## src/rtl/cpu_ctrl_if.sv

```systemverilog
// ---------------------------------------------------------------------------
// cpu_ctrl_if
// Bundles the signals between the CPU control unit and the rest of the 4-bit
// CPU (instruction memory, register file, ALU, writeback mux).
//
//   run, instr, alu_zero               : into the control unit
//   pc                                 : instruction address
//   sel_a, sel_b, sel_w, write_en      : register file control
//   alu_op, wb_src, imm                : ALU opcode, writeback source, immediate
//   z_flag, halted                     : architectural status
//   state_dbg                          : current FSM state, for observation only
//
// Write strobe contract (there is no valid/ready pair on this bus): write_en is
// a single-cycle strobe. The register file must capture at the rising edge
// that ends the cycle in which write_en is high, using the sel_w, wb_src and
// imm values of that same cycle. There is no back-pressure. alu_zero must
// reflect the register file and ALU outputs for the current sel_a, sel_b and
// alu_op within the same cycle.
//
// master: the control unit. slave: the datapath / environment.
// ---------------------------------------------------------------------------
interface cpu_ctrl_if #(
    parameter int PC_W = 8
);
    logic            run;
    logic [7:0]      instr;
    logic            alu_zero;
    logic [PC_W-1:0] pc;
    logic [1:0]      sel_a;
    logic [1:0]      sel_b;
    logic [1:0]      sel_w;
    logic            write_en;
    logic [1:0]      alu_op;
    logic [1:0]      wb_src;
    logic [3:0]      imm;
    logic            z_flag;
    logic            halted;
    logic [2:0]      state_dbg;

    modport master (
        input  run, instr, alu_zero,
        output pc, sel_a, sel_b, sel_w, write_en, alu_op, wb_src, imm,
               z_flag, halted, state_dbg
    );

    modport slave (
        output run, instr, alu_zero,
        input  pc, sel_a, sel_b, sel_w, write_en, alu_op, wb_src, imm,
               z_flag, halted, state_dbg
    );
endinterface

```

## src/rtl/cpu_ctrl.sv

```systemverilog
// ---------------------------------------------------------------------------
// cpu_ctrl
// Multi-cycle control unit for the 4-bit CPU. Fetches one- or two-byte
// instructions, sequences the register file and ALU, owns pc and the zero
// flag, and implements JMP, JZ and HLT.
//
// Ports:
//   clk  : system clock, rising edge
//   rst  : synchronous reset, active-high
//   bus  : cpu_ctrl_if.master (instruction fetch, register file control,
//          status and the state_dbg observation output)
//
// Parameters:
//   PC_W     : program counter width
//   RESET_PC : pc value loaded on reset
// ---------------------------------------------------------------------------
module cpu_ctrl #(
    parameter int              PC_W     = 8,
    parameter logic [PC_W-1:0] RESET_PC = '0
) (
    input  logic       clk,
    input  logic       rst,
    cpu_ctrl_if.master bus
);
    typedef enum logic [2:0] {
        S_FETCH  = 3'd0,
        S_FETCH2 = 3'd1,
        S_EXEC   = 3'd2,
        S_WB     = 3'd3,
        S_HALT   = 3'd4
    } state_t;

    localparam logic [3:0] OP_MOV = 4'h5;
    localparam logic [3:0] OP_LDI = 4'h6;
    localparam logic [3:0] OP_JMP = 4'h7;
    localparam logic [3:0] OP_JZ  = 4'h8;
    localparam logic [3:0] OP_HLT = 4'hF;

    state_t          state, state_nxt;
    logic [7:0]      ir, ir_nxt;
    logic [7:0]      opr, opr_nxt;
    logic [PC_W-1:0] pc, pc_nxt;
    logic            z, z_nxt;

    logic [3:0]      ir_op;
    logic [3:0]      fetch_op;
    logic            ir_is_alu;
    logic [3:0]      op_m1;
    logic [PC_W-1:0] pc_inc;
    logic [PC_W-1:0] jump_target;

    assign ir_op       = ir[7:4];
    assign fetch_op    = bus.instr[7:4];
    assign ir_is_alu   = (ir_op >= 4'h1) && (ir_op <= 4'h4);
    assign op_m1       = ir_op - 4'h1;
    // Natural width wrap gives all-ones + 1 -> 0.
    assign pc_inc      = pc + {{(PC_W-1){1'b0}}, 1'b1};
    assign jump_target = PC_W'(opr);

    always_ff @(posedge clk) begin
        if (rst) begin
            state <= S_FETCH;
            ir    <= 8'h00;
            opr   <= 8'h00;
            pc    <= RESET_PC;
            z     <= 1'b0;
        end else begin
            state <= state_nxt;
            ir    <= ir_nxt;
            opr   <= opr_nxt;
            pc    <= pc_nxt;
            z     <= z_nxt;
        end
    end

    // Next-state logic
    always_comb begin
        state_nxt = state;
        ir_nxt    = ir;
        opr_nxt   = opr;
        pc_nxt    = pc;
        z_nxt     = z;
        case (state)
            S_FETCH: begin
                if (bus.run) begin
                    // Length is decoded from the raw memory byte because IR
                    // only captures it at the end of this cycle.
                    ir_nxt = bus.instr;
                    pc_nxt = pc_inc;
                    if (fetch_op == OP_LDI || fetch_op == OP_JMP || fetch_op == OP_JZ)
                        state_nxt = S_FETCH2;
                    else
                        state_nxt = S_EXEC;
                end
            end
            S_FETCH2: begin
                opr_nxt   = bus.instr;
                pc_nxt    = pc_inc;
                state_nxt = S_EXEC;
            end
            S_EXEC: begin
                if (ir_op == OP_JMP) begin
                    pc_nxt    = jump_target;
                    state_nxt = S_FETCH;
                end else if (ir_op == OP_JZ) begin
                    if (z)
                        pc_nxt = jump_target;
                    state_nxt = S_FETCH;
                end else if (ir_op == OP_HLT) begin
                    state_nxt = S_HALT;
                end else if (ir_is_alu || ir_op == OP_MOV || ir_op == OP_LDI) begin
                    state_nxt = S_WB;
                end else begin
                    state_nxt = S_FETCH;
                end
            end
            S_WB: begin
                if (ir_is_alu)
                    z_nxt = bus.alu_zero;
                state_nxt = S_FETCH;
            end
            S_HALT: begin
                state_nxt = S_HALT;
            end
            default: begin
                state_nxt = S_FETCH;
            end
        endcase
    end

    // Outputs are decoded only from state and IR so nothing can glitch a write.
    always_comb begin
        bus.sel_a    = 2'b00;
        bus.sel_b    = 2'b00;
        bus.sel_w    = 2'b00;
        bus.write_en = 1'b0;
        bus.alu_op   = 2'b00;
        bus.wb_src   = 2'b00;
        if (state == S_EXEC || state == S_WB) begin
            bus.sel_a = ir[3:2];
            bus.sel_b = ir[1:0];
            if (ir_is_alu)
                bus.alu_op = op_m1[1:0];
        end
        if (state == S_WB) begin
            bus.sel_w = ir[3:2];
            // A reset landing on the WB edge must not let the register file write.
            bus.write_en = !rst;
            if (ir_op == OP_LDI)
                bus.wb_src = 2'b01;
            else if (ir_op == OP_MOV)
                bus.wb_src = 2'b10;
        end
    end

    assign bus.pc        = pc;
    assign bus.imm       = opr[3:0];
    assign bus.z_flag    = z;
    assign bus.halted    = (state == S_HALT);
    assign bus.state_dbg = state;

endmodule
```

## src/flat_wrapper.sv

```systemverilog
// flat-port wrapper written by rule: the top's interface ports become plain ports
module cpu_ctrl_flat 
#(
    parameter int              PC_W     = 8,
    parameter logic [PC_W-1:0] RESET_PC = '0
)
  (clk, rst, bus_run, bus_instr, bus_alu_zero, bus_pc, bus_sel_a, bus_sel_b, bus_sel_w, bus_write_en, bus_alu_op, bus_wb_src, bus_imm, bus_z_flag, bus_halted, bus_state_dbg);
  cpu_ctrl_if #(.PC_W(PC_W)) bus_i ();
  input  logic clk;
  input  logic rst;
  input wire logic [$bits(bus_i.run)-1:0] bus_run;
  input wire logic [$bits(bus_i.instr)-1:0] bus_instr;
  input wire logic [$bits(bus_i.alu_zero)-1:0] bus_alu_zero;
  output wire logic [$bits(bus_i.pc)-1:0] bus_pc;
  output wire logic [$bits(bus_i.sel_a)-1:0] bus_sel_a;
  output wire logic [$bits(bus_i.sel_b)-1:0] bus_sel_b;
  output wire logic [$bits(bus_i.sel_w)-1:0] bus_sel_w;
  output wire logic [$bits(bus_i.write_en)-1:0] bus_write_en;
  output wire logic [$bits(bus_i.alu_op)-1:0] bus_alu_op;
  output wire logic [$bits(bus_i.wb_src)-1:0] bus_wb_src;
  output wire logic [$bits(bus_i.imm)-1:0] bus_imm;
  output wire logic [$bits(bus_i.z_flag)-1:0] bus_z_flag;
  output wire logic [$bits(bus_i.halted)-1:0] bus_halted;
  output wire logic [$bits(bus_i.state_dbg)-1:0] bus_state_dbg;
  assign bus_i.run = bus_run;
  assign bus_i.instr = bus_instr;
  assign bus_i.alu_zero = bus_alu_zero;
  assign bus_pc = bus_i.pc;
  assign bus_sel_a = bus_i.sel_a;
  assign bus_sel_b = bus_i.sel_b;
  assign bus_sel_w = bus_i.sel_w;
  assign bus_write_en = bus_i.write_en;
  assign bus_alu_op = bus_i.alu_op;
  assign bus_wb_src = bus_i.wb_src;
  assign bus_imm = bus_i.imm;
  assign bus_z_flag = bus_i.z_flag;
  assign bus_halted = bus_i.halted;
  assign bus_state_dbg = bus_i.state_dbg;
  cpu_ctrl #(.PC_W(PC_W), .RESET_PC(RESET_PC)) u_core (.clk(clk), .rst(rst), .bus(bus_i));
endmodule
```

## config.mk

```make
export PLATFORM = sky130hd
export DESIGN_NAME = cpu_ctrl_flat
export DESIGN_NICKNAME = d
export VERILOG_FILES = /design/src/rtl/cpu_ctrl_if.sv /design/src/rtl/cpu_ctrl.sv /design/src/flat_wrapper.sv
export SDC_FILE = /design/constraint.sdc
export NUM_CORES = 1
export LEC_CHECK = 0
export ABC_AREA = 1
export CORE_ASPECT_RATIO = 1.25
export CORE_MARGIN = 3
export CORE_UTILIZATION = 52
export CTS_CLUSTER_SIZE = 10
export DETAILED_ROUTE_END_ITERATION = 6
export PLACE_DENSITY = 0.81
export SETUP_SLACK_MARGIN = 0.05
export SKIP_CTS_REPAIR_TIMING = 1
export SKIP_LAST_GASP = 1
export SLEW_MARGIN = 30
export SYNTH_ARGS = -nofsm -noshare
export SYNTH_HDL_FRONTEND = slang
export SYNTH_SLANG_ARGS = --single-unit
```

## constraint.sdc

```tcl
create_clock -name clk -period 2.3 [get_ports clk]
set_input_delay 0.345 -clock clk [delete_from_list [all_inputs] [get_ports clk]]
set_output_delay 0.345 -clock clk [all_outputs]
set_load 0.02 [all_outputs]
```

# Word-level counts from Yosys, hierarchy flattened
# Cells that the tools add are included.
# totals
regBits	28
out_inout_bits	28
elab_cells	57
# op_classes
addsub	2
n_lt_le_gt_ge	2
eq_ne	15
muxes	21
reduce_logical	12
# op_table
operator	n
8-bit two-way mux	4
8-bit one-hot mux with 3 select lines	1
4-bit by 3-bit equality test with 1-bit output (second input constant)	5
2-bit two-way mux	10
4-bit equality test (second input constant)	3
3-bit two-way mux	4
3-bit one-hot mux with 4 select lines	1
8-bit by 1-bit adder with 8-bit output (second input constant)	1
3-bit by 2-bit equality test with 1-bit output (second input constant)	2
3-bit by 1-bit != test with 1-bit output (second input constant)	2
1-bit logical OR	5
4-bit by 1-bit greater-or-equal comparator with 1-bit output (second input constant)	1
4-bit by 3-bit <= comparator with 1-bit output (second input constant)	1
2-bit AND reduction	2
4-bit AND reduction	1
3-bit by 1-bit equality test with 1-bit output (second input constant)	1
3-bit equality test (second input constant)	1
3-bit zero test	1
3-bit nonzero test	1
2-bit != test (second input constant)	1
2-bit by 1-bit subtractor with 2-bit output (second input constant)	1
1-bit logical AND	1
1-bit zero test	1
1-bit two-way mux	1

# Depth between registers and ports, before layout
# logic_depth
ltp_word	9
ltp_mapped	9
ltp_nobuf	9

# Worst setup path before layout
# Ideal clock, no wire load.
# synth_path
kind	register to output
start	register u_core.state[1] (netlist: u_core.bus.state_dbg[1])
end	output port bus_wb_src[1]
t_arrival_ns	1.455
required_ns	1.955
path_slack_ns	0.500
path_stages_with_launch	3
path_buffers	0
path_cell_list	dfxtp_1 -> nand3_1 -> nor4_1
# synth_via
elab_chain_len	2
# synth_rtl
element	line_no	source
from (decl)	cpu_ctrl.sv:39	state_t state, state_nxt;
from (signal assigned)	cpu_ctrl.sv:68	state <= state_nxt;
3-bit by 2-bit equality test with 1-bit output	cpu_ctrl.sv:145	if (state == S_WB) begin
2-bit two-way mux	cpu_ctrl.sv:145	
to (decl)	flat_wrapper.sv:20	output wire logic [$bits(bus_i.wb_src)-1:0] bus_wb_src;
# Every way passes these cells.

# Final worst setup path
# layout_path
start	register u_core.state[2] (netlist: u_core.bus.state_dbg[2])
end	output port bus_sel_b[0]
# layout_via
elab_chain_len	3
# layout_rtl
element	line_no	source
3-bit by 2-bit equality test with 1-bit output	cpu_ctrl.sv:139	if (state == S_EXEC || state == S_WB) begin
1-bit logical OR (*)	cpu_ctrl.sv:139	
2-bit two-way mux (*)	cpu_ctrl.sv:139	
to (decl)	flat_wrapper.sv:16	output wire logic [$bits(bus_i.sel_b)-1:0] bus_sel_b;
# Every way passes the cells marked *; elsewhere a longest branch is shown, timed or not.

==> metrics.txt <==
Hold Path Class flop to flop; Worst Skew 0.01132 ns; Worst Setup End Kind primary output; TritonCTS clock tree built; number of vias per cell 5.297; antenna-violating nets left 0; die width 54.70 um; Placed Area 1909 um2; NumNets Final 275; Syn Inst Count 222; share of the synthesized area in the top cell type 36.36%; Worst EP arrival 1.84 ns; peak per-stage delay on the critical path 0.62 ns; port bufs 39; minimum clock period 2.183 ns; share of cells above drive strength 1 5.859%; Critical-path top delay cell clkdlybuf4s50_1; DRT iter0 DRCs 59; pin count of the biggest net entering global routing 18; crit-path max FO 9; final hold slack 0.4616 ns; Post-Syn Area per Cell 6.944 um2; Final GP Congestion 0.8367; Synth area leader dfxtp_1; I/O pin cnt 40; Final Max Slew Viols 0; Sink Count 28; vias in the first global route 1361; commonest non-fill, non-tap cells in the layout nand2_1 (37), inv_1 (30), clkdlybuf4s50_1 (29); Seq cells post-synth 28; Setup WS post-layout 0.1174 ns; Max VDD drop 0.0004071 V; GRT Resource Usage Total 22.34%; Async SR Flop Fraction 0%; commonest non-fill, non-tap cell in the layout nand2_1; clk buf depth 2; DIE AREA 3658 um2; Worst-Margin Slew 0.4590 ns; Achievable Freq 458.2 MHz; Fin. Hold Viols 0; clock latency on the worst-skew pair 0.33 ns; Pwr Total 0.001247 W; Site Rows 21; ant diodes 0; fin crit share 94.90%; footprint of the multi-input gates 789.5 um2; Die H 66.88 um; CTS root buf clkbuf_4; Layout area overhead 28.25%; power per cell area 630.8 nW/um2; status finished, final reports clean; Syn Std Cell Area 1541 um2; Rel. slew slack 69.32%; number of H-tree levels 1; Worst setup SP type flop; TritonCTS buffer count 3; Fillers 247; Starting Density 55.87%; Unique masters post-synth 28; Place WS 0.2135 ns; class of the most critical setup path flop to primary output; Finished Cell Area 1977 um2; number of flops mapped to enable cells by yosys 0; top post-synthesis cells by area dfxtp_1 (36%), nand2_1 (9.0%), a21oi_1 (7.8%), inv_1 (7.3%), o21ai_0 (6.8%); drt drc 0; LEAKAGE 0.9646 nW; Sequential Area 561.8 um2; Core Region 2759 um2; Setup Viol. Count Final 0; WL/cell 13.27 um; max-cap violations 0; reg2reg setup slack 0.57 ns; initial antenna violation count 0; Most used DFF post-synth dfxtp_1; RSZ-0062 raised after global routing yes; HPWL after DPL 2.886 mm; first-pass GRT wire length 6.106 mm; worst path cell trace inv_2 > nand2_1 > nor2_1 > clkdlybuf4s50_1; number of synthesis warnings 0; clock slew at reported path FFs 0.16 ns; final core utilization 71.66%; total grt overflow 0; Detailed Route WL 3.849 mm; syn_nets 240; DRT Pass-1 Iters 4; DR vias 1536; Seq/Total Area, Yosys 36.36%; Critical Path RT 1.96 ns
[state kept, by name (all words and copies together) (netlist names)]
name / flops
u_core.bus.state_dbg: 3
u_core.bus.pc: 8
u_core.bus.z_flag: 1
u_core.ir: 8
u_core.jump_target: 8
[worst max-delay path: cells and delay by family (launching register included)]
kind          cells  cell delay [ns]
flops             1             0.41
buf+inv           2             0.78
simple gates      2             0.32
[per-stage QoR]
stage	setup TNS [ns]	instances
2_1_floorplan	0	222
3_3_place_gp	0	286
3_5_place_dp	0	286
4_1_cts	-0.7447	290
5_1_grt	0	290
6_report	0	290
[where the power goes]
group	internal, W	total (W)	switching, W	leakage [nW]
sequential	0.000536	0.000582	0.0000452	0.230
clock	0.0000967	0.000249	0.000152	0.0210
combinational	0.000167	0.000417	0.000250	0.714
total	0.000800	0.00125	0.000447	0.965
[synthesized netlist by cell type (3+ instances only)]
cell type and number:
dfxtp_1 28, o21ai_0 21, inv_1 30, clkbuf_1 3, nand3_1 14, a21oi_1 24, nor3_1 3, ha_1 6
nand2_1 37, buf_4 4, nand4_1 3, buf_6 3, nor2_1 24, o21bai_1 3
[layout make-up]
type / instances / share of cell area (%)
Timing Repair Buffer: 41 / 21.77
Inverter: 31 / 5.886
Tap cell: 34 / 2.152
Clock buffer: 4 / 1.835
Multi-Input combinational cell: 152 / 39.94
Sequential cell: 28 / 28.42
[routing by layer]
metal	track usage, %	wire (um)	up-vias	part of all wire [%]
met5	0	0	-	0
met4	6.231	60	0	1.6
met3	3.356	170	8	4.4
met2	39.64	2020	40	52
met1	26.73	1597	695	41
li1	-	-	793	-
[cells by family (layout without fill, tap and decap cells)]
group / Yosys count / after routing / synth area share, %
DFF: 28 / 28 / 36.36
buffers and inverters: 42 / 76 / 12.74
AOI/OAI and AO/OA: 54 / 54 / 18.75
and+or+nand+nor: 91 / 91 / 26.70
adders and majority gates: 6 / 6 / 4.870
xor gates and xnor gates: 1 / 1 / 0.5683
[path summary, 6_finish.rpt]
path,from,to,cells past startpoint
worst max register to register,u_core.ir[4]$_SDFFE_PP0P_,u_core.bus.pc[3]$_SDFFE_PP0P_,9
worst min register to register,u_core.jump_target[4]$_SDFFE_PP0P_,u_core.jump_target[4]$_SDFFE_PP0P_,2
worst min-delay path,u_core.jump_target[4]$_SDFFE_PP0P_,u_core.jump_target[4]$_SDFFE_PP0P_,2
worst max-delay path,u_core.bus.state_dbg[2]$_SDFFE_PP0N_,bus_sel_b[0],4
No activity file was read; power rests on OpenSTA's default activity.
